## src/rtl/cs_mission_clk_gen.sv

```systemverilog
// Mission clock generator for the co-simulation target interface.
// Derives up to four mission clocks from clk_i. A freeze request on any enabled
// clock stalls every mission clock together so cross-domain phase and simulated
// time stay aligned. Also provides a frozen-time watchdog and a simulated-time counter.
// Optional per-clock start phase: define CS_MCLK_PHASE_EN to add PH_0..PH_3.
module cs_mission_clk_gen #(
   parameter int unsigned NUM_CLK  = 4,
   parameter int unsigned DIV_0    = 2,
   parameter int unsigned DIV_1    = 4,
   parameter int unsigned DIV_2    = 6,
   parameter int unsigned DIV_3    = 8,
   parameter int unsigned CNT_W    = 8,
   parameter int unsigned WDOG_MAX = 10000
`ifdef CS_MCLK_PHASE_EN
   ,
   parameter int unsigned PH_0     = 0,
   parameter int unsigned PH_1     = 0,
   parameter int unsigned PH_2     = 0,
   parameter int unsigned PH_3     = 0
`endif
) (
   input  logic               clk_i,
   input  logic               rst_n_i,
   input  logic               start_i,
   input  logic               stop_i,
   input  logic [NUM_CLK-1:0] clk_en_i,
   input  logic [NUM_CLK-1:0] freeze_clk,
   output logic [NUM_CLK-1:0] clk_h_o,
   output logic [NUM_CLK-1:0] rise_p_o,
   output logic [31:0]        sim_time_o,
   output logic               frozen_o,
   output logic               wdog_err_o
);

   localparam logic [1:0] S_IDLE   = 2'd0;
   localparam logic [1:0] S_RUN    = 2'd1;
   localparam logic [1:0] S_FROZEN = 2'd2;
   localparam logic [1:0] S_ERROR  = 2'd3;

   localparam logic [3:0][CNT_W-1:0] L_DIV = {CNT_W'(DIV_3), CNT_W'(DIV_2),
                                              CNT_W'(DIV_1), CNT_W'(DIV_0)};
`ifdef CS_MCLK_PHASE_EN
   localparam logic [3:0][CNT_W-1:0] L_PH = {CNT_W'(PH_3), CNT_W'(PH_2),
                                             CNT_W'(PH_1), CNT_W'(PH_0)};
`else
   localparam logic [3:0][CNT_W-1:0] L_PH = '0;
`endif
   localparam logic [31:0] L_WDOG_LAST = 32'(WDOG_MAX - 1);

   logic [1:0]         r_state;
   logic [31:0]        r_wdog_cnt;
   logic [31:0]        r_sim_time;
   logic               r_wdog_err;
   logic [NUM_CLK-1:0] w_act;
   logic               w_freeze_any;
   logic               w_stop_req;
   logic               w_reload;
   logic               w_adv;

   // A clock that is disabled or has a zero divider neither runs nor freezes.
   assign w_freeze_any = |(freeze_clk & w_act);
   assign w_stop_req   = stop_i & ((r_state == S_RUN) | (r_state == S_FROZEN));
   assign w_reload     = (r_state == S_IDLE) | w_stop_req;
   assign w_adv        = (r_state == S_RUN) & ~w_freeze_any & ~stop_i;

   genvar k;
   generate
      for (k = 0; k < NUM_CLK; k++) begin : g_clk
         localparam logic [CNT_W-1:0] L_WRAP = L_DIV[k] - CNT_W'(1);
         localparam logic [CNT_W-1:0] L_INIT = L_WRAP - L_PH[k];

         logic [CNT_W-1:0] r_cnt;
         logic             r_clk;
         logic             r_rise;

         assign w_act[k] = clk_en_i[k] & (L_DIV[k] != '0);

         // Half-period divider: toggles the level when the counter expires on an advance edge.
         always_ff @(posedge clk_i or negedge rst_n_i) begin
            if (!rst_n_i) begin
               r_cnt  <= L_INIT;
               r_clk  <= 1'b0;
               r_rise <= 1'b0;
            end else begin
               r_rise <= 1'b0;
               if (!w_act[k] || w_reload) begin
                  r_cnt <= L_INIT;
                  r_clk <= 1'b0;
               end else if (w_adv) begin
                  if (r_cnt == '0) begin
                     r_clk  <= ~r_clk;
                     r_rise <= ~r_clk;
                     r_cnt  <= L_WRAP;
                  end else begin
                     r_cnt <= r_cnt - CNT_W'(1);
                  end
               end
            end
         end

         assign clk_h_o[k]  = r_clk;
         assign rise_p_o[k] = r_rise;
      end
   endgenerate

   // Control FSM, frozen-time watchdog and simulated-time counter.
   always_ff @(posedge clk_i or negedge rst_n_i) begin
      if (!rst_n_i) begin
         r_state    <= S_IDLE;
         r_wdog_cnt <= '0;
         r_sim_time <= '0;
         r_wdog_err <= 1'b0;
      end else begin
         if (w_adv) begin
            r_sim_time <= r_sim_time + 32'd1;
         end
         case (r_state)
            S_IDLE: begin
               r_wdog_cnt <= '0;
               if (start_i && !stop_i) begin
                  r_state <= S_RUN;
               end
            end
            S_RUN: begin
               r_wdog_cnt <= '0;
               if (stop_i) begin
                  r_state <= S_IDLE;
               end else if (w_freeze_any) begin
                  r_state <= S_FROZEN;
               end
            end
            S_FROZEN: begin
               if (stop_i) begin
                  r_state    <= S_IDLE;
                  r_wdog_cnt <= '0;
               end else if (!w_freeze_any) begin
                  r_state    <= S_RUN;
                  r_wdog_cnt <= '0;
               end else if (r_wdog_cnt == L_WDOG_LAST) begin
                  r_state    <= S_ERROR;
                  r_wdog_err <= 1'b1;
               end else begin
                  r_wdog_cnt <= r_wdog_cnt + 32'd1;
               end
            end
            S_ERROR: begin
               // Terminal until reset; start/stop are deliberately ignored.
               r_wdog_err <= 1'b1;
            end
            default: begin
               r_state <= S_IDLE;
            end
         endcase
      end
   end

   assign sim_time_o = r_sim_time;
   assign frozen_o   = (r_state == S_FROZEN);
   assign wdog_err_o = r_wdog_err;

endmodule
```

## config.mk

```make
export PLATFORM = sky130hd
export DESIGN_NAME = cs_mission_clk_gen
export DESIGN_NICKNAME = d
export VERILOG_FILES = /design/src/rtl/cs_mission_clk_gen.sv
export SDC_FILE = /design/constraint.sdc
export NUM_CORES = 1
export LEC_CHECK = 0
export ABC_AREA = 0
export CAP_MARGIN = 20
export CORE_UTILIZATION = 52
export DETAILED_ROUTE_END_ITERATION = 6
export PLACE_DENSITY = 0.76
export SLEW_MARGIN = 0
export SYNTH_ARGS = -nofsm -noshare
export SYNTH_HDL_FRONTEND = slang
export SYNTH_SLANG_ARGS = --single-unit
```

## constraint.sdc

```tcl
create_clock -name clk_i -period 1.9 [get_ports clk_i]
set_input_delay 0.38 -clock clk_i [delete_from_list [all_inputs] [get_ports clk_i]]
set_output_delay 0.38 -clock clk_i [all_outputs]
set_load 0.1 [all_outputs]
```

* Word level (Yosys, flattened, before mapping)
Index checks and enable logic that the tools add are counted.
** Operators by class
- $add $sub $neg :: 6
- Multiplexer cells :: 51
- Reductions and logical operators :: 35
- Equal/unequal tests :: 11
- Bitwise operators :: 12
** Operators with widths (number)
- 2-to-1 mux 32 bit :: 3
- 2-to-1 mux 8 bit :: 12
- adder 32 x 1 -> 32 bit, second input constant :: 2
- one-hot mux 32 bit (2 select lines) :: 1
- equality test 32 x 14 -> 1 bit, second input constant :: 1
- zero test 8 bit :: 4
- subtractor 8 x 1 -> 8 bit, second input constant :: 4
- 2-to-1 mux 1 bit :: 27
- nonzero test 2 bit :: 10
- 2-to-1 mux 2 bit :: 6
- AND reduction 2 bit :: 5
- AND reduction 4 bit :: 2
- inequality test 2 x 1 -> 1 bit, second input constant :: 3
- inverter 1 bit :: 6
- one-hot mux 2 bit (3 select lines) :: 1
- zero test 1 bit :: 5
- bitwise AND 4 bit :: 1
- equality test 2 bit, second input constant :: 2
- logical OR 1 bit :: 4
- inequality test 4 x 3 -> 1 bit, second input constant :: 1
- inequality test 4 bit, second input constant :: 1
- OR reduction 4 bit :: 1
- bitwise AND 1 bit :: 3
- inequality test 3 bit, second input constant :: 1
- 8 further kinds :: 9
** Storage, ports and cells
- Register bits :: 107
- Input port bits :: 12
- Output and inout port bits :: 42

* Logic depth before layout (Yosys ltp)
Gate-level depths: netlist of run 1.
- Depth after elaboration :: 7
- Gate-level depth with buffers :: 9
- Gate-level depth less buffers :: 7

* Worst setup path after synthesis of run 1
OpenSTA, ideal clock, no wires.
- Path kind :: reg2reg
- Start point :: register r_state[0]
- End point :: register r_wdog_cnt[30]
- Stages on the path, launching flop included :: 8
- Data required time :: 1.831 ns
- Slack :: -0.854 ns
- Arrival time :: 2.686 ns
- Library setup time :: 0.069 ns
- Path through :: dfrtp_1 inv_1 ha_1 nor3b_1 a21boi_2 o21ai_1 or4_1 nand3_1
** Between the ends
- Elaborated cells on any way between the ends :: 8
** RTL lines
- start, declared :: line 50 : logic [1:0] r_state;
- start signal, assigned :: line 109 : r_state <= S_IDLE;
- start signal, assigned :: line 121 : r_state <= S_RUN;
- start signal, assigned :: line 127 : r_state <= S_IDLE;
- equality test 2 bit (*)
- named net frozen_o :: line 31 : output logic frozen_o,
- inequality test 4 bit (no source line) or nonzero test 2 bit (tied branches)
- AND reduction 2 bit (no source line)
- end signal, assigned :: line 143 : r_wdog_cnt <= r_wdog_cnt + 32'd1;
- end, declared :: line 51 : logic [31:0] r_wdog_cnt;
Mark *: on every way through the listed nets, which the timed path passes. The rest lies on a longest branch.
A chain may end at the register's enable or synchronous reset.

* Worst setup path after layout of run 1
- Start point :: register r_wdog_cnt[21]
- End point :: register r_wdog_cnt[28]
** Between the ends
- Word-level cells in the longest chain between the ends :: 5
- Elaborated cells on any way between the ends :: 8
** RTL lines
- adder 32 x 1 -> 32 bit :: line 143
- 2-to-1 mux 32 bit :: line 139 : end else if (r_wdog_cnt == L_WDOG_LAST) begin
- 2-to-1 mux 32 bit :: line 136 : end else if (!w_freeze_any) begin
- 2-to-1 mux 32 bit :: line 133 : if (stop_i) begin
- one-hot mux 32 bit (2 select lines) :: line 117 : case (r_state)
Several ways; a longest one is shown, not always the timed one. The select of a mux whose other input is x is not followed.

==> results of run 1 <==
## worst max-delay path, delay by kind of cell, from the launching register on
kind	cells	cell delay [ns]
AOI/OAI and AO/OA	2	0.41
DFF	1	0.39
and+or+nand+nor	3	0.69
buffers and inverters	2	0.35
## cells in the mapped netlist (4+ instances only)
cell / instances
nor4_1: 18
mux2i_1: 9
nand4_1: 30
buf_4: 9
dfrtp_1: 99
xor2_1: 21
a21oi_1: 34
nor3_1: 30
a31oi_1: 5
o21ai_0: 44
inv_1: 28
nor2_1: 67
nand3_1: 26
and4_1: 5
nand2_1: 51
o2111ai_1: 4
ha_1: 15
clkbuf_1: 8
a22oi_1: 4
and3_1: 4
o31ai_1: 5
or4_1: 14
dfstp_2: 8
o211ai_1: 4
xnor2_1: 17
nand2b_1: 8
nor4b_1: 4
or3_1: 11
## power breakdown
| part | switching (W) | internal [W] |
|---|---|---|
| clock network | 0.000791 | 0.000718 |
| logic | 0.00117 | 0.000864 |
| registers | 0.000117 | 0.00238 |
## state kept, by name, summed over array words and instances, names as in the netlist
register,count
r_wdog_cnt,32
wdog_err_o,1
r_state,2
g_clk.r_clk,4
g_clk.r_rise,4
sim_time_o,32
g_clk.r_cnt,32
## cell type report
type | instances | area [um^2] | area share [%]
multi-input combinational | 469 | 3430 | 39.2
sequential | 107 | 2770 | 31.7
timing repair buffer | 194 | 2040 | 23.4
tap | 140 | 175 | 2.01
clock buffer | 13 | 169 | 1.93
inverter | 28 | 105 | 1.20
clock inverter | 3 | 45.0 | 0.516
## layer usage
layer | routed length (um) | part of all wire [%] | vias up
li1 | - | - | 2636
met1 | 6950 | 40 | 2787
met2 | 8850 | 51 | 279
met3 | 1130 | 6.5 | 51
met4 | 404 | 2.3 | 0
met5 | 0 | 0 | -
## final timing paths
check	startpoint	end	slack, ns	depth (start not counted)
min in group clk_i	clk_en_i[2]	g_clk[2].r_cnt[2]	0.44	3
max	r_wdog_cnt[21]	r_wdog_cnt[28]	-0.07	7
min reg2reg	sim_time_o[24]	sim_time_o[24]	0.53	1
max reg2reg	r_wdog_cnt[21]	r_wdog_cnt[28]	-0.07	7
max in group asynchronous	rst_n_i	g_clk[1].r_cnt[0]	1.29	2
min	rst_n_i	g_clk[2].r_rise	-0.02	1
## placed cells by master (no fill, tap or decap), types with 5 or more instances in the layout
master / Yosys / layout
nand2_1: 51 / 46
buf_4: 9 / 127
inv_1: 28 / 26
nand3_1: 26 / 25
nand2b_1: 8 / 5
xor2_1: 21 / 21
clkdlybuf4s50_1: 0 / 5
nor3_2: 2 / 10
or4_1: 14 / 10
nor2_1: 67 / 55
buf_12: 0 / 40
dfrtp_2: 0 / 13
clkbuf_8: 0 / 12
nor4_4: 2 / 6
a21oi_1: 34 / 24
nor4_2: 0 / 10
or3_1: 11 / 10
nor2_4: 0 / 8
a21oi_2: 0 / 10
a31oi_1: 5 / 5
nor3_1: 30 / 17
dfrtp_1: 99 / 69
dfrtp_4: 0 / 17
o21ai_0: 44 / 34
nor3_4: 0 / 5
nand4_1: 30 / 30
o21ai_1: 1 / 9
buf_6: 0 / 16
xnor2_1: 17 / 16
ha_1: 15 / 9
dfstp_2: 8 / 8
mux2i_1: 9 / 9
## cell families after synthesis
| logic type | count (synthesis) |
|---|---|
| and+or+nand+nor | 287 |
| adders and majority gates | 15 |
| buffers and inverters | 50 |
| muxes | 10 |
| AOI/OAI and AO/OA | 119 |
| xor gates and xnor gates | 38 |
| DFF | 107 |
## stage by stage
| stage | instance area, um^2 | TNS, ns | worst slack [ns] |
|---|---|---|---|
| 2_1_floorplan | 5970 | -0.908 | -0.174 |
| 3_3_place_gp | 7780 | -26.50 | -0.453 |
| 3_5_place_dp | 7780 | -32.30 | -0.546 |
| 4_1_cts | 8140 | -0.0732 | -0.0215 |
| 5_1_grt | 8730 | -3.20 | -0.173 |
| 6_report | 8730 | -0.344 | -0.0731 |
## timing repair
item                       CTS  global route
setup buffers                1            28
setup endpoints to repair   57            81
hold buffers                 0             0
resized for setup           33            94
cloned                       0             1
pin swaps                   11            19
==> impl_results.md, run 1 <==
- Status: finished with violations
- Failing checks: DRC, hold timing, setup timing
- Final setup violating endpoints: 15
- Final worst clock skew: 0.0132 ns
- Met3 Resource Use GR: between 4 and 5%
- Antenna violations before repair: 0
- Largest family of logic cells by synthesized area: simple AND/OR/NAND/NOR gates
- DR WL/cell: 18.2 um
- Warnings, synthesis: 0
- Die Width: about 110 um
- CTS Buf Count: 9
- Final cell count without fillers: ~950
- Max stage delay on crit path: between 0.4 and 0.5 ns
- Power, Total: 0.00604 W
- Post-synthesis mux area share: 1.75%
- Hold Crit Class: in -> async
- GRT met2 Usage: 47.9%
- Crit Path Class: reg -> reg
- First-pass GRT wire length: approximately 26 mm
- Final min period: between 1.5 and 2 ns
- Ports: 54
- Flops & latches, synth: ~110
- Routed wire length: 17.3 mm
- Critical Path RT: 2.18 ns
- Final Hold Viols: 27
- Vias in the first global route: between 5000 and 6000
- Routed Antenna Nets: 0
- Number of max-cap violations: 0
- N_diodes: 0
- Unrepaired setup endpoints after global routing: true
- CP Max Fanout: 7
- Min Hold Slack: -0.0215 ns
- Post-route setup slack: -0.0731 ns
- GR Util met1: between 30 and 40%
- Placer Congestion: 0.923
- Peak supply drop: around 0.0012 V
- H-tree levels: 3
- Worst-path cell chain: nor4_1 > nand4_1 > buf_6 > o21ai_4 > buf_6 > nor3_2 > o21bai_1
- Synth Area in Compound Gates: 12.3%
- Xor-xnor portion of the synthesized cell area: about 5.7%
- Largest net degree at the start of global routing: 43
- Via count: 5753
- Fillers: about 630
- Synthesized instance count: 626
- DR vias/cell: between 6 and 7
- Least-Margin Pin Slew: around 0.59 ns
- GR peak layer: met2
- Residual DRC count: 1
- Post-synthesis sequential area ratio: a little under half
- Post-synth top flop: dfrtp_1
- Slew margin rel.: about three fifths
- DR pass1 iterations: 7
- Layout area overhead: 50.4%
- Setup crit start kind: flop
- Largest cells by area after synthesis: dfrtp_1, nor2_1, o21ai_0
- Mapped Area: 5810 um^2
- Die height: between 100 and 150 um
- PwrDens: approximately 690 nW/um^2
- Fin crit share: 104%
- CP arrival: roughly 2.3 ns
- Reg clk slew, reported paths: around 0.1 ns
- P_leak: approximately 3.7 nW
- Rows: 38
- Syn Nets: roughly 650
- Final Util: around four fifths
- Syn_area_per_cell: 9.28 um^2
- Placed instance count: a little over 900
- Synth top area share: 42.7%
- Core area: around 11000 um^2
- Fin nets: 836
- Max frequency: between 500 and 600 MHz
- Clk_lat worst skew: a little under 0.4 ns
- Layout cells sized above 1: 41.3%
- Synth cell types: 56
- CTS tree: done
- Post-synth EDFFs: 0
- Async SR Flop Fraction: 100%
- CTS Buffer Depth: 2
- Detailed Route Iter0 Violations: between 400 and 500
- Port Buffer Count: 53
- Post-synth top area cell: dfrtp_1
- Starting Density: 53.6%
- CTS root buf: clkbuf_8
- CP endpoint kind: flop
- Simple-gate share of the synthesized area: between 20% and 30%
- Overall routing resource usage: 28.4%
- Dpl hpwl: ~11 mm
- Adder-cell share of the synthesized area: under 10%
- # clock sinks: between 100 and 150
- Max-slew violation count: 0
- Most used cell, CP: buf_6
- Aggregate global routing overflow: 0
- DIE AREA: between 10000 and 15000 um^2
- Critical path's slowest cell: nor4_1
Power figures use the tool's default switching activity.
==> inputs of run 2 (changes only) <==
--- a/config.mk
+++ b/config.mk
@@ -14,3 +14,4 @@
 export SYNTH_ARGS = -nofsm -noshare
 export SYNTH_HDL_FRONTEND = slang
 export SYNTH_SLANG_ARGS = --single-unit
+export TNS_END_PERCENT = 100
==> results of run 2 <==
Final layout, timing and power as in run 1 (identical DEF).
